<file path="src/rtl/serial_adder_if.sv">
// Handshake and data bundle for the bit-serial adder: operands and start in, status and result out.
interface serial_adder_if #(
   parameter int unsigned WIDTH = 8
) ();
   logic             start;
   logic [WIDTH-1:0] a;
   logic [WIDTH-1:0] b;
   logic             cin;
   logic             ready;
   logic             busy;
   logic             done;
   logic [WIDTH-1:0] sum;
   logic             cout;

   modport master (
      output start, a, b, cin,
      input  ready, busy, done, sum, cout
   );

   modport slave (
      input  start, a, b, cin,
      output ready, busy, done, sum, cout
   );
endinterface

</file>
<file path="src/rtl/serial_adder.sv">
// Bit-serial adder: one full-adder cell plus a carry flop, stepped LSB-first over WIDTH bits.
// Results land in sum/cout on the final bit edge and are flagged by a one-cycle done pulse.
module serial_adder #(
   parameter int unsigned WIDTH = 8
) (
   input  logic           clk,
   input  logic           rst_n,
   serial_adder_if.slave  bus
);

   localparam int unsigned CntW = (WIDTH > 1) ? $clog2(WIDTH) : 1;

   localparam logic [1:0] StIdle = 2'd0;
   localparam logic [1:0] StRun  = 2'd1;
   localparam logic [1:0] StDone = 2'd2;

   logic [1:0]       state_q, state_d;
   logic [WIDTH-1:0] a_q, a_d;
   logic [WIDTH-1:0] b_q, b_d;
   logic [WIDTH-1:0] acc_q, acc_d;
   logic [WIDTH-1:0] sum_q, sum_d;
   logic             carry_q, carry_d;
   logic             cout_q, cout_d;
   logic [CntW-1:0]  cnt_q, cnt_d;

   logic             s_bit;
   logic             carry_nxt;
   logic [WIDTH-1:0] acc_shift;

   assign s_bit     = a_q[0] ^ b_q[0] ^ carry_q;
   assign carry_nxt = (a_q[0] & b_q[0]) | (a_q[0] & carry_q) | (b_q[0] & carry_q);
   assign acc_shift = {s_bit, acc_q[WIDTH-1:1]};

   always_comb begin
      state_d = state_q;
      a_d     = a_q;
      b_d     = b_q;
      acc_d   = acc_q;
      sum_d   = sum_q;
      carry_d = carry_q;
      cout_d  = cout_q;
      cnt_d   = cnt_q;
      case (state_q)
         StIdle: begin
            if (bus.start) begin
               a_d     = bus.a;
               b_d     = bus.b;
               carry_d = bus.cin;
               acc_d   = '0;
               cnt_d   = '0;
               state_d = StRun;
            end
         end
         StRun: begin
            a_d     = {1'b0, a_q[WIDTH-1:1]};
            b_d     = {1'b0, b_q[WIDTH-1:1]};
            acc_d   = acc_shift;
            carry_d = carry_nxt;
            cnt_d   = cnt_q + CntW'(1);
            // Final bit: publish the completed shift value including this edge's sum bit.
            if (cnt_q == CntW'(WIDTH - 1)) begin
               sum_d   = acc_shift;
               cout_d  = carry_nxt;
               state_d = StDone;
            end
         end
         StDone: begin
            state_d = StIdle;
         end
         default: begin
            state_d = StIdle;
         end
      endcase
   end

   always_ff @(posedge clk or negedge rst_n) begin
      if (!rst_n) begin
         state_q <= StIdle;
         a_q     <= '0;
         b_q     <= '0;
         acc_q   <= '0;
         sum_q   <= '0;
         carry_q <= 1'b0;
         cout_q  <= 1'b0;
         cnt_q   <= '0;
      end else begin
         state_q <= state_d;
         a_q     <= a_d;
         b_q     <= b_d;
         acc_q   <= acc_d;
         sum_q   <= sum_d;
         carry_q <= carry_d;
         cout_q  <= cout_d;
         cnt_q   <= cnt_d;
      end
   end

   assign bus.ready = (state_q == StIdle);
   assign bus.busy  = (state_q == StRun);
   assign bus.done  = (state_q == StDone);
   assign bus.sum   = sum_q;
   assign bus.cout  = cout_q;

endmodule
</file>
<file path="src/flat_wrapper.sv">
// flat-port wrapper written by rule: the top's interface ports become plain ports
module serial_adder_flat 
#(
   parameter int unsigned WIDTH = 8
)
  (clk, rst_n, bus_start, bus_a, bus_b, bus_cin, bus_ready, bus_busy, bus_done, bus_sum, bus_cout);
  serial_adder_if #(.WIDTH(WIDTH)) bus_i ();
  input  logic clk;
  input  logic rst_n;
  input wire logic [$bits(bus_i.start)-1:0] bus_start;
  input wire logic [$bits(bus_i.a)-1:0] bus_a;
  input wire logic [$bits(bus_i.b)-1:0] bus_b;
  input wire logic [$bits(bus_i.cin)-1:0] bus_cin;
  output wire logic [$bits(bus_i.ready)-1:0] bus_ready;
  output wire logic [$bits(bus_i.busy)-1:0] bus_busy;
  output wire logic [$bits(bus_i.done)-1:0] bus_done;
  output wire logic [$bits(bus_i.sum)-1:0] bus_sum;
  output wire logic [$bits(bus_i.cout)-1:0] bus_cout;
  assign bus_i.start = bus_start;
  assign bus_i.a = bus_a;
  assign bus_i.b = bus_b;
  assign bus_i.cin = bus_cin;
  assign bus_ready = bus_i.ready;
  assign bus_busy = bus_i.busy;
  assign bus_done = bus_i.done;
  assign bus_sum = bus_i.sum;
  assign bus_cout = bus_i.cout;
  serial_adder #(.WIDTH(WIDTH)) u_core (.clk(clk), .rst_n(rst_n), .bus(bus_i));
endmodule
</file>
<file path="config.mk">
export PLATFORM = sky130hd
export DESIGN_NAME = serial_adder_flat
export DESIGN_NICKNAME = d
export VERILOG_FILES = /design/src/rtl/serial_adder_if.sv /design/src/rtl/serial_adder.sv /design/src/flat_wrapper.sv
export SDC_FILE = /design/constraint.sdc
export NUM_CORES = 1
export LEC_CHECK = 0
export CAP_MARGIN = 15
export CORE_ASPECT_RATIO = 1.2
export CORE_MARGIN = 8
export CORE_UTILIZATION = 45
export CTS_CLUSTER_DIAMETER = 80
export DETAILED_ROUTE_END_ITERATION = 6
export PLACE_DENSITY = 0.72
export SLEW_MARGIN = 15
export SYNTH_ARGS = -nofsm -noshare
export SYNTH_HDL_FRONTEND = slang
export SYNTH_SLANG_ARGS = --single-unit
</file>
<file path="constraint.sdc">
create_clock -name clk -period 1.7 [get_ports clk]
set_input_delay 0.51 -clock clk [delete_from_list [all_inputs] [get_ports clk]]
set_output_delay 0.51 -clock clk [all_outputs]
set_load 0.02 [all_outputs]
</file>
==> results of run 1 <==
==> metrics by stage <==
step,cell area [um2],setup TNS (ps)
5_1_grt,2290,0
4_1_cts,2280,0
3_3_place_gp,2160,-262
2_1_floorplan,1710,0
6_report,2290,0
3_5_place_dp,2160,-581
==> cell type report <==
class / count / area [um2] / share of cell area (%)
Sequential cell: 38 / 953 / 41.6
Multi-Input combinational cell: 73 / 653 / 28.5
Inverter: 15 / 56.3 / 2.46
Clock inverter: 2 / 60.1 / 2.62
Tap cell: 52 / 65.1 / 2.84
Clock buffer: 6 / 82.6 / 3.61
Timing Repair Buffer: 46 / 419 / 18.3
==> logic make-up (layout without fill, tap and decap cells) <==
| kind of cell | count (synthesis) | in the layout | synth area share, % |
|---|---|---|---|
| adders and majority gates | 3 | 3 | 2.64 |
| AOI/OAI and AO/OA | 29 | 29 | 14.6 |
| buffers and inverters | 27 | 69 | 6.60 |
| DFF | 38 | 38 | 55.7 |
| and+or+nand+nor | 31 | 31 | 13.9 |
| muxes | 10 | 10 | 6.53 |
==> path summary, 6_finish.rpt <==
path                                    from  slack, ps           endpoint  cells past startpoint
setup reg to reg             u_core.cnt_q[0]        180    u_core.bus.cout                      5
setup / recovery           u_core.state_q[0]        100           bus_done                      2
hold reg to reg              u_core.cnt_q[0]        490    u_core.cnt_q[0]                      1
hold / removal                         rst_n        180      u_core.a_q[3]                      1
min in group clk             u_core.cnt_q[0]        490    u_core.cnt_q[0]                      1
max in group asynchronous              rst_n       1060  u_core.state_q[0]                      2
==> flip-flops by register name (all words and copies together) (netlist names) <==
| register | cells |
|---|---|
| u_core.a_q | 8 |
| u_core.b_q | 8 |
| u_core.bus.sum | 8 |
| u_core.acc_q | 7 |
| u_core.cnt_q | 3 |
| u_core.state_q | 2 |
| u_core.bus.cout | 1 |
| u_core.carry_q | 1 |
==> placed cells by master, fill, tap and decap left out, types with 3 or more instances in the layout <==
| cell | Yosys | routed |
|---|---|---|
| dfrtp_1 | 38 | 36 |
| clkdlybuf4s50_1 | 0 | 18 |
| inv_1 | 15 | 15 |
| buf_4 | 0 | 14 |
| nor4b_1 | 10 | 10 |
| nor3b_1 | 10 | 10 |
| a211oi_1 | 10 | 10 |
| mux2_2 | 9 | 9 |
| a22o_1 | 9 | 9 |
| dlygate4sd2_1 | 0 | 9 |
| clkbuf_8 | 0 | 6 |
| nor2b_1 | 4 | 4 |
| a222oi_1 | 3 | 3 |
| buf_2 | 9 | 3 |
==> worst reg2reg max path: cells and delay by family (launching register included) <==
family | cells | cell delay [ps]
fa+ha+maj | 2 | 410
buf+inv | 1 | 140
flops | 1 | 400
mux | 1 | 330
simple gates | 1 | 130
==> synthesized netlist by cell type (all sizes together) <==
cell type,count,area share [%]
a211oi,10,4.4
a21oi,1,0.29
a222oi,3,1.8
a22o,9,4.6
a32o,2,1.2
buf,9,2.6
clkbuf,3,0.66
dfrtp,38,56
fa,1,1.2
ha,2,1.5
inv,15,3.3
mux2,9,5.9
mux2i,1,0.59
nand2b,3,1.1
nand3b,1,0.44
nor2,1,0.22
nor2b,4,1.5
nor3b,10,4.4
nor4b,10,5.1
o21ba,1,0.59
o21bai,1,0.44
o221a,2,1.3
or4b,2,1.2
==> layer usage <==
layer  up-vias  track usage (%)  wire length (um)
met5         -                0                 0
met4         0             4.47                55
met3         6             4.93               246
met2        36             21.0              1770
met1       611             14.9              1530
li1        586                -                 -
==> what timing repair did <==
| item | in CTS | in global routing |
|---|---|---|
| endpoints found under the setup margin | 12 | 2 |
| gates resized for setup | 21 | 5 |
| buffers inserted | 0 | 0 |
| endpoints found under the hold margin | 0 | 0 |
==> where the power goes <==
| part | switching, mW | total (mW) | internal, mW |
|---|---|---|---|
| registers | 0.253 | 1.58 | 1.32 |
| logic | 0.795 | 1.63 | 0.833 |
| clock network | 0.313 | 0.939 | 0.626 |
| total | 1.36 | 4.14 | 2.78 |
==> impl_table.tex, run 1 <==
\begin{tabular}{lr}
\hline
Metric & Value \\
\hline
\multicolumn{2}{l}{\textbf{Placement}} \\
\quad HPWL after DPL & approximately 2700 um \\
\quad Number of input and output port buffers inserted & 31 \\
\quad RD Place Congestion & 0.716 \\
\quad Placed Cells & 224 \\
\quad Placement-stage worst setup slack & -110 ps \\
\multicolumn{2}{l}{\textbf{CTS}} \\
\quad Clock insertion delay at the later pin of the skew report & 290 ps \\
\quad Clock input transition at the sequential cells of the worst setup and hold paths & 80 ps \\
\quad H-tree depth reported by CTS & 2 \\
\quad \# clock sinks & 38 \\
\quad Number of buffers added to fix hold violations after cts & 0 \\
\quad Total CTS buffers & 5 \\
\quad CTS tree & yes \\
\quad Maximum clock path buffer count & 2 \\
\quad CTS root buf & clkbuf\_8 \\
\multicolumn{2}{l}{\textbf{Synthesis}} \\
\quad Sequential share of the synthesized area & 55.7\% \\
\quad Number of synthesized register bits & 38 \\
\quad Cell area after synthesis & 1710 um2 \\
\quad Synth Net Count & 161 \\
\quad Synthesized area per cell & 12.4 um2 \\
\quad Number of distinct standard cells referenced by the synthesized netlist & 23 \\
\quad Cells after Synth & 138 \\
\quad Count of synthesis-stage warnings from yosys & 0 \\
\multicolumn{2}{l}{\textbf{Power and ir drop}} \\
\quad LEAKAGE & about 1.0 nW \\
\quad Overall power of the completed layout & 4.14 mW \\
\quad Power per cell area & 1810 nW/um2 \\
\quad Peak ir drop on the vdd network & 0.874 mV \\
\multicolumn{2}{l}{\textbf{STA}} \\
\quad Max Freq & 0.623 GHz \\
\quad Hold violation count in the final report & 0 \\
\quad Unrepaired setup endpoints after global routing & false \\
\quad Fin Clk Skew & 4.06 ps \\
\quad Worst slew margin & 67.6\% \\
\quad Min setup slack post-route & 95.7 ps \\
\quad Final hold slack & 177 ps \\
\quad Transition time at the pin with the least slew margin & between 400 and 500 ps \\
\quad Time the final worst path needs with I/O delays and setup & 1600 ps \\
\quad Final cycle utilization of the critical path & approximately 94\% \\
\quad Final number of max-transition violations & 0 \\
\quad Final-report setup violation count & 0 \\
\multicolumn{2}{l}{\textbf{Die}} \\
\quad Core Region & 3630 um2 \\
\quad Overall die height & 83.5 um \\
\quad Die boundary width & 72.2 um \\
\quad I/O pin total & 32 \\
\quad Initial core utilization & roughly 47\% \\
\quad Overall die area & 6030 um2 \\
\quad Placement row count & 24 \\
\multicolumn{2}{l}{\textbf{Finish}} \\
\quad Post-Route Utilization & 63.0\% \\
\quad Filler Cells Inserted & 301 \\
\quad Non-Filler Instances & 232 \\
\quad N\_diodes & 0 \\
\quad Synthesis-to-finish area growth & 34.2\% \\
\quad Final net count & $\sim$200 \\
\quad Share of final-layout standard cells stronger than drive strength 1 & 23.9\% \\
\multicolumn{2}{l}{\textbf{Outcome}} \\
\quad Run status & completed \\
\multicolumn{2}{l}{\textbf{Setup path}} \\
\quad Startpoint Class & flip-flop \\
\quad Largest stage delay on the critical path & 460 ps \\
\quad Type of the setup path with the least slack & reg -> out \\
\quad Delay-heaviest family, CP & flip-flops \\
\quad Peak fanout along the critical path & 6 \\
\quad Count of buffering cells on the critical path with inverters included & 1 \\
\quad CP Data Required Time & 1190 ps \\
\quad Category of the worst setup path capture point & output pin \\
\quad Arr. time, crit path & around 1100 ps \\
\quad Crit-path cells & nor2b\_1 -> buf\_2 \\
\quad Slowest stage cell, crit path & dfrtp\_2 \\
\multicolumn{2}{l}{\textbf{Drt}} \\
\quad Routed vias/inst & 5.34 \\
\quad Via count of the routed design & 1239 \\
\quad DRT Wirelength & 3610 um \\
\quad Remaining antenna violation count after routing & 0 \\
\quad Wirelength per Cell & about 16 um \\
\quad Drt first pass iters & 4 \\
\quad Detailed Route Iter0 Violations & 74 \\
\quad DRC viols & 0 \\
\multicolumn{2}{l}{\textbf{GRT}} \\
\quad Largest net degree at the start of global routing & 22 \\
\quad Via count of the first global-routing pass & between 1000 and 1500 \\
\quad Tot GR Track Use & 12.9\% \\
\quad First-pass GRT wire length & 6180 um \\
\quad Gr ovfl total & 0 \\
\quad Initial antenna violation count & 0 \\
\multicolumn{2}{l}{\textbf{Hold path}} \\
\quad Classification of the worst-slack hold path & in -> async \\
\multicolumn{2}{l}{\textbf{Flow run}} \\
\quad Maximum capacitance violations & 0 \\
\hline
\end{tabular}
Power figures use the tool's default switching activity.
==> inputs of run 2 (changes only) <==
--- a/config.mk
+++ b/config.mk
@@ -7,10 +7,10 @@
 export LEC_CHECK = 0
 export CAP_MARGIN = 15
 export CORE_ASPECT_RATIO = 1.2
-export CORE_MARGIN = 8
 export CORE_UTILIZATION = 45
 export CTS_CLUSTER_DIAMETER = 80
 export DETAILED_ROUTE_END_ITERATION = 6
+export MAX_ROUTING_LAYER = met4
 export PLACE_DENSITY = 0.72
 export SLEW_MARGIN = 15
 export SYNTH_ARGS = -nofsm -noshare
==> impl_table.tex, run 2 (synthesized netlist as in run 1, its figures left out) <==
\begin{tabular}{lr}
\hline
Metric & Value \\
\hline
\multicolumn{2}{l}{\textbf{Setup path}} \\
\quad Category of the worst setup path capture point & output pin \\
\quad CP Data Required Time & 1190 ps \\
\quad Type of the setup path with the least slack & reg -> out \\
\quad Critical R2R Launch & u\_core.cnt\_q[0] \\
\quad Arr. time, crit path & between 1000 and 1500 ps \\
\quad Reg-to-reg slack, setup & 160 ps \\
\quad CP Launch Point & u\_core.state\_q[1] \\
\quad Capture point of the worst path & bus\_done \\
\quad Worst reg2reg path endpoint & u\_core.bus.sum[5] \\
\quad Startpoint Class & flip-flop \\
\quad Peak fanout along the critical path & 7 \\
\quad Depth of the worst register-to-register path & 5 \\
\multicolumn{2}{l}{\textbf{CTS}} \\
\quad CTS root buf & clkbuf\_8 \\
\quad Clock insertion delay at the later pin of the skew report & 290 ps \\
\quad CTS tree & yes \\
\quad Number of buffers added to fix hold violations after cts & 0 \\
\quad Total CTS buffers & 5 \\
\quad Clock input transition at the sequential cells of the worst setup and hold paths & 80 ps \\
\quad \# clock sinks & 38 \\
\quad H-tree depth reported by CTS & 2 \\
\quad Number of post-CTS setup repair buffers & 0 \\
\quad Maximum clock path buffer count & 2 \\
\multicolumn{2}{l}{\textbf{GRT}} \\
\quad Via count of the first global-routing pass & 1227 \\
\quad Gr ovfl total & 0 \\
\quad First-pass GRT wire length & 5880 um \\
\quad Initial antenna violation count & 0 \\
\quad Tot GR Track Use & about a fifth \\
\quad Largest net degree at the start of global routing & 22 \\
\multicolumn{2}{l}{\textbf{Drt}} \\
\quad DRC viols & 0 \\
\quad Via count of the routed design & 1245 \\
\quad DRT Wirelength & 3370 um \\
\quad Routed vias/inst & 5.32 \\
\quad Wirelength per Cell & approximately 14 um \\
\quad Drt first pass iters & 5 \\
\quad Detailed Route Iter0 Violations & 28 \\
\quad Remaining antenna violation count after routing & 0 \\
\multicolumn{2}{l}{\textbf{STA}} \\
\quad Fin Clk Skew & 4.87 ps \\
\quad Final-report setup violation count & 0 \\
\quad Accumulated negative setup slack & 0 ps \\
\quad Worst slew margin & between 60\% and 70\% \\
\quad Unrepaired setup endpoints after global routing & true \\
\quad Max Freq & 0.606 GHz \\
\quad Min setup slack post-route & 49.7 ps \\
\quad Final cycle utilization of the critical path & 97.1\% \\
\quad Time the final worst path needs with I/O delays and setup & 1650 ps \\
\quad Final number of max-transition violations & 0 \\
\quad Transition time at the pin with the least slew margin & around 510 ps \\
\quad Hold violation count in the final report & 0 \\
\multicolumn{2}{l}{\textbf{Flow run}} \\
\quad Maximum capacitance violations & 0 \\
\multicolumn{2}{l}{\textbf{Finish}} \\
\quad Synthesis-to-finish area growth & 34.1\% \\
\quad Most frequent cells in the layout & 36 x dfrtp\_1, 18 x clkdlybuf4s50\_1, 17 x buf\_4 \\
\quad Share of final-layout standard cells stronger than drive strength 1 & 24.7\% \\
\quad N\_diodes & 0 \\
\quad Commonest non-fill, non-tap cell in the layout & dfrtp\_1 \\
\quad Final net count & 204 \\
\multicolumn{2}{l}{\textbf{Die}} \\
\quad Overall die height & just under 70 um \\
\quad Initial core utilization & 47.0\% \\
\quad I/O pin total & 32 \\
\quad Placement row count & 24 \\
\quad Overall die area & 4040 um2 \\
\quad Die boundary width & 58.2 um \\
\quad Core Region & between 3000 and 4000 um2 \\
\multicolumn{2}{l}{\textbf{Outcome}} \\
\quad Run status & completed \\
\multicolumn{2}{l}{\textbf{Placement}} \\
\quad RD Place Congestion & roughly 0.74 \\
\quad HPWL after DPL & 2470 um \\
\quad Number of input and output port buffers inserted & 31 \\
\quad Placement-stage worst setup slack & -87.0 ps \\
\multicolumn{2}{l}{\textbf{Hold path}} \\
\quad Classification of the worst-slack hold path & in -> async \\
\multicolumn{2}{l}{\textbf{Power and ir drop}} \\
\quad Power per cell area & 1790 nW/um2 \\
\quad Peak ir drop on the vdd network & 0.779 mV \\
\quad LEAKAGE & 1.03 nW \\
\quad Overall power of the completed layout & 4.09 mW \\
\hline
\end{tabular}
[run 2: cell count changes in the layout (fill, tap and decap cells not counted), sizes merged]
cell           delta
clkbuf            -1
clkdlybuf4s15     +1
clkinv            +1
buf               +1
[run 2: critical path, stage by stage (launching register included)]
cell             delay, ps
dfrtp_2                440
nor2b_2                160
clkdlybuf4s15_2        250
[run 2: repair_timing]
item	4_1_cts	5_1_grt
hold endpoints to repair	0	0
setup endpoints to repair	12	3
resized for setup	20	5
[run 2: where the power goes]
part           switching, mW  internal [mW]
clock                  0.325          0.588
combinational          0.783          0.823
sequential             0.250           1.32
[run 2: layout make-up]
class | instances | area, um2
Sequential cell | 38 | 953
Multi-Input combinational cell | 73 | 648
Fill cell | 299 | 1350
Clock buffer | 5 | 68.8
Inverter | 15 | 56.3
Timing Repair Buffer | 48 | 428
Clock inverter | 3 | 68.8
Tap cell | 52 | 65.1
[run 2: through the flow]
| stage | cells | area (um2) | hold WS [ps] | util (%) |
|---|---|---|---|---|
| global route | 234 | 2290 | 203 | 63.0 |
| finish | 234 | 2290 | 181 | 63.0 |
| floorplan | 138 | 1710 | 214 | - |
| detailed placement | 226 | 2160 | 482 | 59.5 |
| global placement | 226 | 2160 | 474 | 59.5 |
| CTS | 234 | 2290 | 189 | 62.9 |
[run 2: worst min path at each step]
stage | endpoint | slack (ps) | cells after the start
2_1_floorplan | u_core.a_q[0] | 210 | 0
3_3_place_gp | u_core.cnt_q[0] | 470 | 1
3_5_place_dp | u_core.a_q[7] | 480 | 1
4_1_cts | u_core.bus.sum[3] | 190 | 1
5_1_grt | u_core.bus.sum[5] | 200 | 1
6_report | u_core.bus.sum[3] | 180 | 1
[run 2: layer usage]
| layer | GRT usage (%) | wire [um] | vias to the layer above |
|---|---|---|---|
| li1 | - | - | 589 |
| met1 | 25.6 | 1490 | 614 |
| met2 | 29.4 | 1680 | 36 |
| met3 | 5.78 | 134 | 6 |
| met4 | 8.73 | 65 | 0 |
| met5 | - | 0 | - |
